File: config.mk
export PLATFORM = sky130hd
export DESIGN_NAME = lbist_pattern_gen
export DESIGN_NICKNAME = d
export VERILOG_FILES = /design/src/rtl/lbist_pattern_gen.sv
export SDC_FILE = /design/constraint.sdc
export NUM_CORES = 1
export LEC_CHECK = 0
export BUFFER_PORTS_ARGS = -buffer_cell sky130_fd_sc_hd__buf_2
export CAP_MARGIN = 15
export CORE_MARGIN = 10
export CORE_UTILIZATION = 40
export DETAILED_ROUTE_END_ITERATION = 16
export SYNTH_ARGS = -nofsm -noshare
export SYNTH_HDL_FRONTEND = slang
export SYNTH_SLANG_ARGS = --single-unit
export TNS_END_PERCENT = 20
File: constraint.sdc
create_clock -name clk -period 11.4 [get_ports clk]
set_input_delay 1.14 -clock clk [delete_from_list [all_inputs] [get_ports clk]]
set_output_delay 1.14 -clock clk [all_outputs]
set_load 0.02 [all_outputs]
File: src/rtl/lbist_pattern_gen.sv
// Logic-BIST stimulus sequencer: draws two LFSR operands, writes a 17-word RV32I
// test program into IMEM, runs the core, then drives the analyzer check window.
module lbist_pattern_gen #(
  parameter logic [23:0] SEED       = 24'hACE1B5,
  parameter logic [31:0] IMEM_BASE  = 32'h0000_0000,
  parameter logic [11:0] DMEM_BASE  = 12'h000,
  parameter int          RUN_CYCLES = 64
) (
  input  logic        clk,
  input  logic        Rst,
  input  logic        start,
  input  logic        P_F,
  output logic        imem_we,
  output logic [31:0] imem_addr,
  output logic [31:0] imem_wdata,
  output logic        core_rst,
  output logic [11:0] random_value_1,
  output logic [11:0] random_value_2,
  output logic        inst_end,
  output logic [31:0] dmem_raddr,
  output logic        busy,
  output logic        done,
  output logic        pass
);

  typedef enum logic [2:0] {
    S_IDLE, S_GEN, S_WRITE, S_RUN, S_CHECK, S_DONE
  } state_t;

  localparam logic [6:0]  OP_IMM   = 7'b0010011;
  localparam logic [6:0]  OP_REG   = 7'b0110011;
  localparam logic [6:0]  OP_STORE = 7'b0100011;
  localparam logic [15:0] RUN_LAST = 16'(RUN_CYCLES - 1);

  // Program word idx; r1/r2 go in raw so the core sign-extends them.
  function automatic logic [31:0] prog_word(input logic [4:0] idx,
                                            input logic [11:0] r1,
                                            input logic [11:0] r2);
    logic [11:0] off;
    logic [4:0]  rs2;
    off = DMEM_BASE + {7'd0, idx[2:0], 2'b00};
    rs2 = {2'b00, idx[2:0]} + 5'd1;
    case (idx)
      5'd0:    prog_word = {r1, 5'd0, 3'b000, 5'd1, OP_IMM};
      5'd1:    prog_word = {r2, 5'd0, 3'b000, 5'd2, OP_IMM};
      5'd2:    prog_word = {7'h00, 5'd2, 5'd1, 3'b000, 5'd3, OP_REG};
      5'd3:    prog_word = {7'h20, 5'd2, 5'd1, 3'b000, 5'd4, OP_REG};
      5'd4:    prog_word = {7'h00, 5'd2, 5'd1, 3'b111, 5'd5, OP_REG};
      5'd5:    prog_word = {7'h00, 5'd2, 5'd1, 3'b110, 5'd6, OP_REG};
      5'd6:    prog_word = {7'h00, 5'd1, 5'd1, 3'b001, 5'd7, OP_IMM};
      5'd7:    prog_word = {7'h00, 5'd1, 5'd2, 3'b101, 5'd8, OP_IMM};
      5'd8, 5'd9, 5'd10, 5'd11, 5'd12, 5'd13, 5'd14, 5'd15:
               prog_word = {off[11:5], rs2, 5'd0, 3'b010, off[4:0], OP_STORE};
      default: prog_word = 32'h0000_006F;
    endcase
  endfunction

  state_t      state, state_n;
  logic [15:0] cnt, cnt_n;
  logic [23:0] lfsr, lfsr_n, shifted;
  logic [11:0] rv1_n, rv2_n;
  logic        pass_n;
  logic        imem_we_n, core_rst_n, inst_end_n, busy_n, done_n;
  logic [31:0] imem_addr_n, imem_wdata_n, dmem_raddr_n;
  logic [2:0]  rd_idx;

  assign shifted = {lfsr[22:0], lfsr[23] ^ lfsr[22] ^ lfsr[21] ^ lfsr[16]};

  always_comb begin
    state_n = state;
    cnt_n   = cnt + 16'd1;
    lfsr_n  = lfsr;
    rv1_n   = random_value_1;
    rv2_n   = random_value_2;
    pass_n  = pass;
    case (state)
      S_IDLE, S_DONE: begin
        cnt_n = 16'd0;
        if (start) begin
          state_n = S_GEN;
          pass_n  = 1'b0;
        end
      end
      S_GEN: begin
        lfsr_n = shifted;
        if (cnt == 16'd23) begin
          state_n = S_WRITE;
          cnt_n   = 16'd0;
          rv1_n   = shifted[23:12];
          rv2_n   = shifted[11:0];
        end
      end
      S_WRITE: if (cnt == 16'd16) begin
        state_n = S_RUN;
        cnt_n   = 16'd0;
      end
      S_RUN: if (cnt == RUN_LAST) begin
        state_n = S_CHECK;
        cnt_n   = 16'd0;
      end
      S_CHECK: if (cnt == 16'd8) begin
        state_n = S_DONE;
        cnt_n   = 16'd0;
        pass_n  = P_F;
      end
      default: state_n = S_IDLE;
    endcase

    // Outputs are registered: decode them from the upcoming state.
    rd_idx       = (cnt_n[3:0] > 4'd7) ? 3'd7 : cnt_n[2:0];
    imem_we_n    = (state_n == S_WRITE);
    imem_addr_n  = imem_we_n ? IMEM_BASE + {25'd0, cnt_n[4:0], 2'b00} : 32'd0;
    imem_wdata_n = imem_we_n ? prog_word(cnt_n[4:0], rv1_n, rv2_n) : 32'd0;
    core_rst_n   = (state_n != S_RUN);
    inst_end_n   = (state_n == S_CHECK);
    dmem_raddr_n = inst_end_n ? {20'd0, DMEM_BASE + {7'd0, rd_idx, 2'b00}} : 32'd0;
    busy_n       = (state_n != S_IDLE) && (state_n != S_DONE);
    done_n       = (state_n == S_DONE);
  end

  always_ff @(posedge clk or posedge Rst) begin
    if (Rst) begin
      state          <= S_IDLE;
      cnt            <= 16'd0;
      lfsr           <= SEED;
      random_value_1 <= 12'd0;
      random_value_2 <= 12'd0;
      pass           <= 1'b0;
      imem_we        <= 1'b0;
      imem_addr      <= 32'd0;
      imem_wdata     <= 32'd0;
      core_rst       <= 1'b1;
      inst_end       <= 1'b0;
      dmem_raddr     <= 32'd0;
      busy           <= 1'b0;
      done           <= 1'b0;
    end else begin
      state          <= state_n;
      cnt            <= cnt_n;
      lfsr           <= lfsr_n;
      random_value_1 <= rv1_n;
      random_value_2 <= rv2_n;
      pass           <= pass_n;
      imem_we        <= imem_we_n;
      imem_addr      <= imem_addr_n;
      imem_wdata     <= imem_wdata_n;
      core_rst       <= core_rst_n;
      inst_end       <= inst_end_n;
      dmem_raddr     <= dmem_raddr_n;
      busy           <= busy_n;
      done           <= done_n;
    end
  end

endmodule
After elaboration in Yosys (flattened, before gate mapping)
Index checks and enable logic that the tools add are counted.
- reductions and logical operators: 8
- bitwise operators: 3
- multiplexer cells: 23
- eq/ne operators: 31
- magnitude comparators: 1
- add/subtract/negate cells: 2
- operator list (kind ; number):
    $pmux 32 s9 ; 1
    $pmux 16 s5 ; 1
    $mux 16 ; 4
    $mux 12 ; 4
    $eq 5x4->1 const B ; 8
    $eq 16x5->1 const B ; 2
    $mux 32 ; 1
    $eq 5x3->1 const B ; 4
    $mux 3 ; 6
    $add 16x1->16 const B ; 1
    $eq 16x4->1 const B ; 1
    $eq 16x6->1 const B ; 1
    $pmux 3 s5 ; 1
    $eq 3x3->1 const B ; 4
    $eq 5x2->1 const B ; 2
    $eq 3x2->1 const B ; 3
    $reduce_or 8->1 ; 1
    $mux 7 ; 1
    $eq 5x1->1 const B ; 1
    $logic_not 5->1 ; 1
    $mux 5 ; 1
    $add 3x1->4 const B ; 1
    $gt 4x3->1 const B ; 1
    $ne 2x2->1 const B ; 2
    other kinds (12) ; 15
- output and inout bits: 126
- input bits: 4
- flip-flop bits (word level): 117
- logic and storage cells: 82

Depth between registers and ports, before layout
- depth in word-level cells: 7
- gate-level depth with buffers: 18
- mapped depth without buffers: 16

Worst setup path before layout
OpenSTA, ideal clock, no wires.
- kind: register to register
- from: reg cnt[0]
- to: reg imem_wdata[9]
- setup slack: 7.610 ns
- period minus slack after synthesis: 3.790 ns
- path buffers: 2
- data arrival time: 3.704 ns
- stages on the path, launching flop included: 18
- cells stage by stage: dfrtp_1 > inv_1 > ha_1 > or4bb_1 > nor4_1 > o21bai_1 > a211o_1 > clkbuf_1 > nand2_1 > ha_1 > clkbuf_1 > nor2_1 > nand2b_1 > nand2_1 > or2_2 > nand2b_1 > o21a_1 > nor3_1
- longest elaborated chain between the ends: 7
- elaborated cells between the ends (all ways): 35
- those cells by class: add/sub: 1; eq/ne: 20; mux: 12; reduce/logical: 2
- RTL lines (element ; line ; text):
    start: declaration ; 59 ; logic [15:0] cnt, cnt_n;
    start signal: assignment ; 139 ; cnt <= cnt_n;
    $add 16x1->16, or another cell as far along ; 71 ; cnt_n = cnt + 16'd1;
    $mux 16 (on tied branches) ; -- ;
    $pmux 16 s5 ; 76 ; case (state)
    $eq 5x4->1 ; 43 ; case (idx)
    $reduce_or 8->1 ; 43 ;
    $pmux 32 s9 ; 43 ;
    $mux 32 * ; 113 ; imem_wdata_n = imem_we_n ? prog_word(cnt_n[4:0], rv1_n, rv2_n) : 32'd0;
    net imem_wdata_n[9] ; 64 ; logic [31:0] imem_addr_n, imem_wdata_n, dmem_raddr_n;
    end signal: assignment ; 146 ; imem_wdata <= imem_wdata_n;
    end: declaration ; 15 ; output logic [31:0] imem_wdata,
Mark *: on every way through the listed nets, which the timed path passes. The rest lies on a longest branch.
A chain may end at the register's enable or synchronous reset.

Worst setup path after layout
Same ends and word-level chain as after synthesis.

==> impl_summary.md <==
Die
The die area is 17710 sq um. Once the floorplan was initialized, standard cells occupied 40.69% of the core. The number of top-level pins is 130. The die width is 133.1 um. The die outline height is 133.1 um. The number of rows created at floorplan is 41. The total area inside the core boundary comes to 12570 sq um.

Power and ir drop
The completed layout was analyzed and its total power is 0.7359 mW. Power spread over the standard cell area amounts to 129.2 nW/um^2. In this run the static leakage power is 2.990 nW. IR analysis of the VDD net gives a maximum drop of 0.07348 mV.

Synth
The fraction of the yosys area taken by sequential cells is 52.21%. The fraction of post-synthesis cell area in the top cell type by area is 45.02%. Yosys printed 0 warnings. The dominant combinational cell family by area after synthesis is buffers and inverters. Yosys attributes the largest share of cell area to dfrtp_1 45%, buf_4 9.2%, mux2_2 8.1%, dfstp_2 7.2%, nor2_1 2.9%. The synthesized area divided by synthesized cell count is 11.26 sq um.

The count of flip-flops with a built-in enable after synthesis is 0. The adder-cell area share of the yosys netlist is 0.9787%. The multiplexer fraction of the synthesized cell area is 10.89%. The synthesized netlist contains 56 unique library cells.

Among all cell types in the netlist, the one instantiated most often is dfrtp_1. The register bit total from synthesis is 106. The xor and xnor fraction of the mapped netlist area is 3.254%. The synthesized design spends more area on one cell type than any other, namely dfrtp_1. The post-synthesis simple-gate area fraction is 11.84%.

Among all flip-flop cells after synthesis, the most frequent one is dfrtp_1. The area fraction in compound gates after synthesis is 8.588%. Ranked by instance count, the synthesized netlist is headed by 92 x dfrtp_1, 63 x buf_4, 40 x nor2_1.

For this run, asynchronously set or reset flops after synthesis account for 100.0%. Counting every instance in the synthesized netlist gives 454. The cell area after synthesis is 5114 sq um.

STA
The largest clock skew in the final design is 6.768 ps. For this run, the top clock speed supported by timing is 0.2210 GHz. The worst pin sits at a relative slew slack of 37.02%. For the pin with the worst max-slew slack, the measured transition is 937.9 ps. The number of max-slew violations in the final report is 0. In the final timing run, aggregate negative setup slack is 0 ps. Setup violations remaining at the end of the flow were counted as 0.

The total count of hold-check failures in the final report is 0. Setup repair after global routing left no endpoint under its margin. The ratio of final minimum period to clock period is 39.69%. For the finished layout, the period the worst path requires is 4525 ps.

GRT
The global route total overflow is 0. Global routing consumed, over all layers together, 12.23% of the routing resources. The via count of the first global-routing pass was 3504.

The largest net degree at the start of global routing is 59. The number of antenna violations at the first check in global routing is 0. The first global-routing pass estimated 17750 um of wire.

Place
Once placement finished, the instance area stood at 5369 sq um. The detailed-placement wirelength estimate is 8014 um. The port buffer count is 70. Counting tap cells, the placed design contains a total of 677 instances.

The last weighted congestion value of the routability-driven placer is 0.8731.

Setup path
The data arrival time of the critical path is 4780 ps. The sort of element at the start of the critical path is a register. The number of cells traversed by the worst register-to-register path is 15. Data on the critical path is required at its endpoint by 11660 ps.

The capturing element type of the critical path is a register. The maximum fanout along the worst path is 14. The setup path with the least slack is of type reg -> reg.

CTS
After clock tree synthesis, the repair step resized 0 gates. The number of hold buffers added after CTS is 0. The cell chosen for the clock root is clkbuf_16. The maximum root-to-sink buffer count is 2. TritonCTS built the clock tree. At the later pin of the worst-skew pair, clock insertion delay measures 350 ps.

The number of sinks handled by clock tree synthesis is 106. The clock transition at the registers of the reported paths is 70 ps. Counting the buffers created by CTS gives 9. The number of H-tree levels is 3. The post-CTS setup buffer count is 0.

Finish
After routing the design area is 5695 sq um. The final layout contains 524 nets. Fill cells in the final layout number 1152.

The layout overhead on the synthesized area is 11.38%. The number of antenna cells inserted is 0. Leaving out filler cells and counting taps, the final layout contains 693. The fraction of final layout cells sized beyond drive strength 1 is 30.90%.

Min path
The tightest min-delay check is of the reg -> reg type. The worst hold path was traced through 2 stages.

Detailed routing
The per-cell via count in the routed design is 4.729. The first detailed-routing pass ran for 5 iterations. The sum of routed wire segments on met1 is 4894 um. The highest routing layer actually used is met4. The DRC violations left is 0. In the detailed route, the total length drawn on met2 is 5154 um. In the final routed layout, each cell accounts on average for 15.73 um. The final wirelength is 10900 um. The detailed router finished its first iteration with 226 violations. The length of routed met3 wiring is 678 um. For this block, the via count after detailed routing is 3277.

The detail route stage leaves a number of antenna-violating nets equal to 0.

Run
The count of max-cap constraint violations is 0.

Run status
The flow ran to the end, and the final reports show no timing, DRC or antenna violations.
==> state kept, by name, indices dropped and copies added, names as in the netlist <==
register / cells
dmem_raddr: 3
state: 3
pass: 1
core_rst: 1
random_value_1: 12
imem_addr: 5
inst_end: 1
lfsr: 24
imem_wdata: 26
cnt: 16
done: 1
busy: 1
random_value_2: 12
==> through the flow <==
step                      utilization (%)  worst slack [ps]  hold WS, ps
after floorplan                         -              7494        486.4
after global placement              42.72              7192        507.8
after detailed placement            42.72              6990        509.5
after CTS                           45.32              6958        531.1
after global routing                45.32              6527        546.2
final                               45.32              6875        528.7
==> kinds of logic (layout without fill, tap and decap cells) <==
group,count (synthesis),after routing
and+or+nand+nor,116,116
DFF,106,106
AOI/OAI and AO/OA,65,65
muxes,47,47
xor gates and xnor gates,19,19
buffers and inverters,96,105
other,1,59
adders and majority gates,4,4
==> critical path: stages, from the launching register on <==
cell and delay [ps]:
dfrtp_1 470, inv_1 210, ha_1 190, or4bb_1 480
nor4_1 450, o21bai_1 180, a211o_1 500, nand2_1 210
ha_1 500, nor2_1 120, nand2b_1 130, nand2_1 90
or2_2 370, nand2b_1 200, o21a_1 190, nor3_1 150
==> layer usage <==
layer | vias to the layer above | track usage (%)
li1 | 1538 | -
met1 | 1596 | 15.42
met2 | 127 | 19.12
met3 | 16 | 3.785
met4 | 0 | 4.829
met5 | - | 0
==> layout by cell type, fill, tap and decap left out, types with 3 or more instances in the layout <==
cell / n
dfrtp_1: 92
buf_2: 70
conb_1: 59
nor2_1: 40
mux2_2: 37
nand2_1: 17
a21oi_1: 15
inv_1: 14
dfstp_2: 14
o21ai_0: 12
xor2_1: 11
clkbuf_16: 9
xnor2_1: 8
mux2_4: 8
nand2b_1: 8
nand3_1: 7
nor2b_1: 6
o211ai_1: 6
a21boi_1: 6
nor3_1: 5
and3_1: 5
or2_2: 4
ha_1: 4
buf_4: 4
or4_4: 3
nor4_1: 3
o31ai_1: 3
a21o_1: 3
and2_1: 3
==> path summary, 6_finish.rpt <==
path                                startpoint                        to  slack [ps]
max                           cnt[0]$_DFF_PP0_   imem_wdata[9]$_DFF_PP0_        6880
max reg2reg                   cnt[0]$_DFF_PP0_   imem_wdata[9]$_DFF_PP0_        6880
min in group asynchronous                  Rst  imem_wdata[11]$_DFF_PP0_         850
min                        lfsr[0]$_DFFE_PP1P_       lfsr[0]$_DFFE_PP1P_         530
max in group asynchronous                  Rst  imem_wdata[24]$_DFF_PP0_        9430
min reg2reg                lfsr[0]$_DFFE_PP1P_       lfsr[0]$_DFFE_PP1P_         530
==> power breakdown <==
part	switching, mW	leakage, nW	internal (mW)
combinational	0.0252	1.43	0.000821
clock	0.140	0.152	0.194
sequential	0	1.41	0.376
==> cell type report <==
| type | instances | area, sq um | share of cell area, % |
|---|---|---|---|
| Clock buffer | 9 | 225.2 | 3.954 |
| Timing Repair Buffer | 74 | 380.4 | 6.678 |
| Sequential cell | 106 | 2670 | 46.88 |
| Tap cell | 172 | 215.2 | 3.779 |
| Multi-Input combinational cell | 310 | 2044 | 35.90 |
| Clock inverter | 7 | 101.3 | 1.779 |
| Inverter | 15 | 58.81 | 1.033 |
Note: power is estimated with default switching activity, not from simulation.
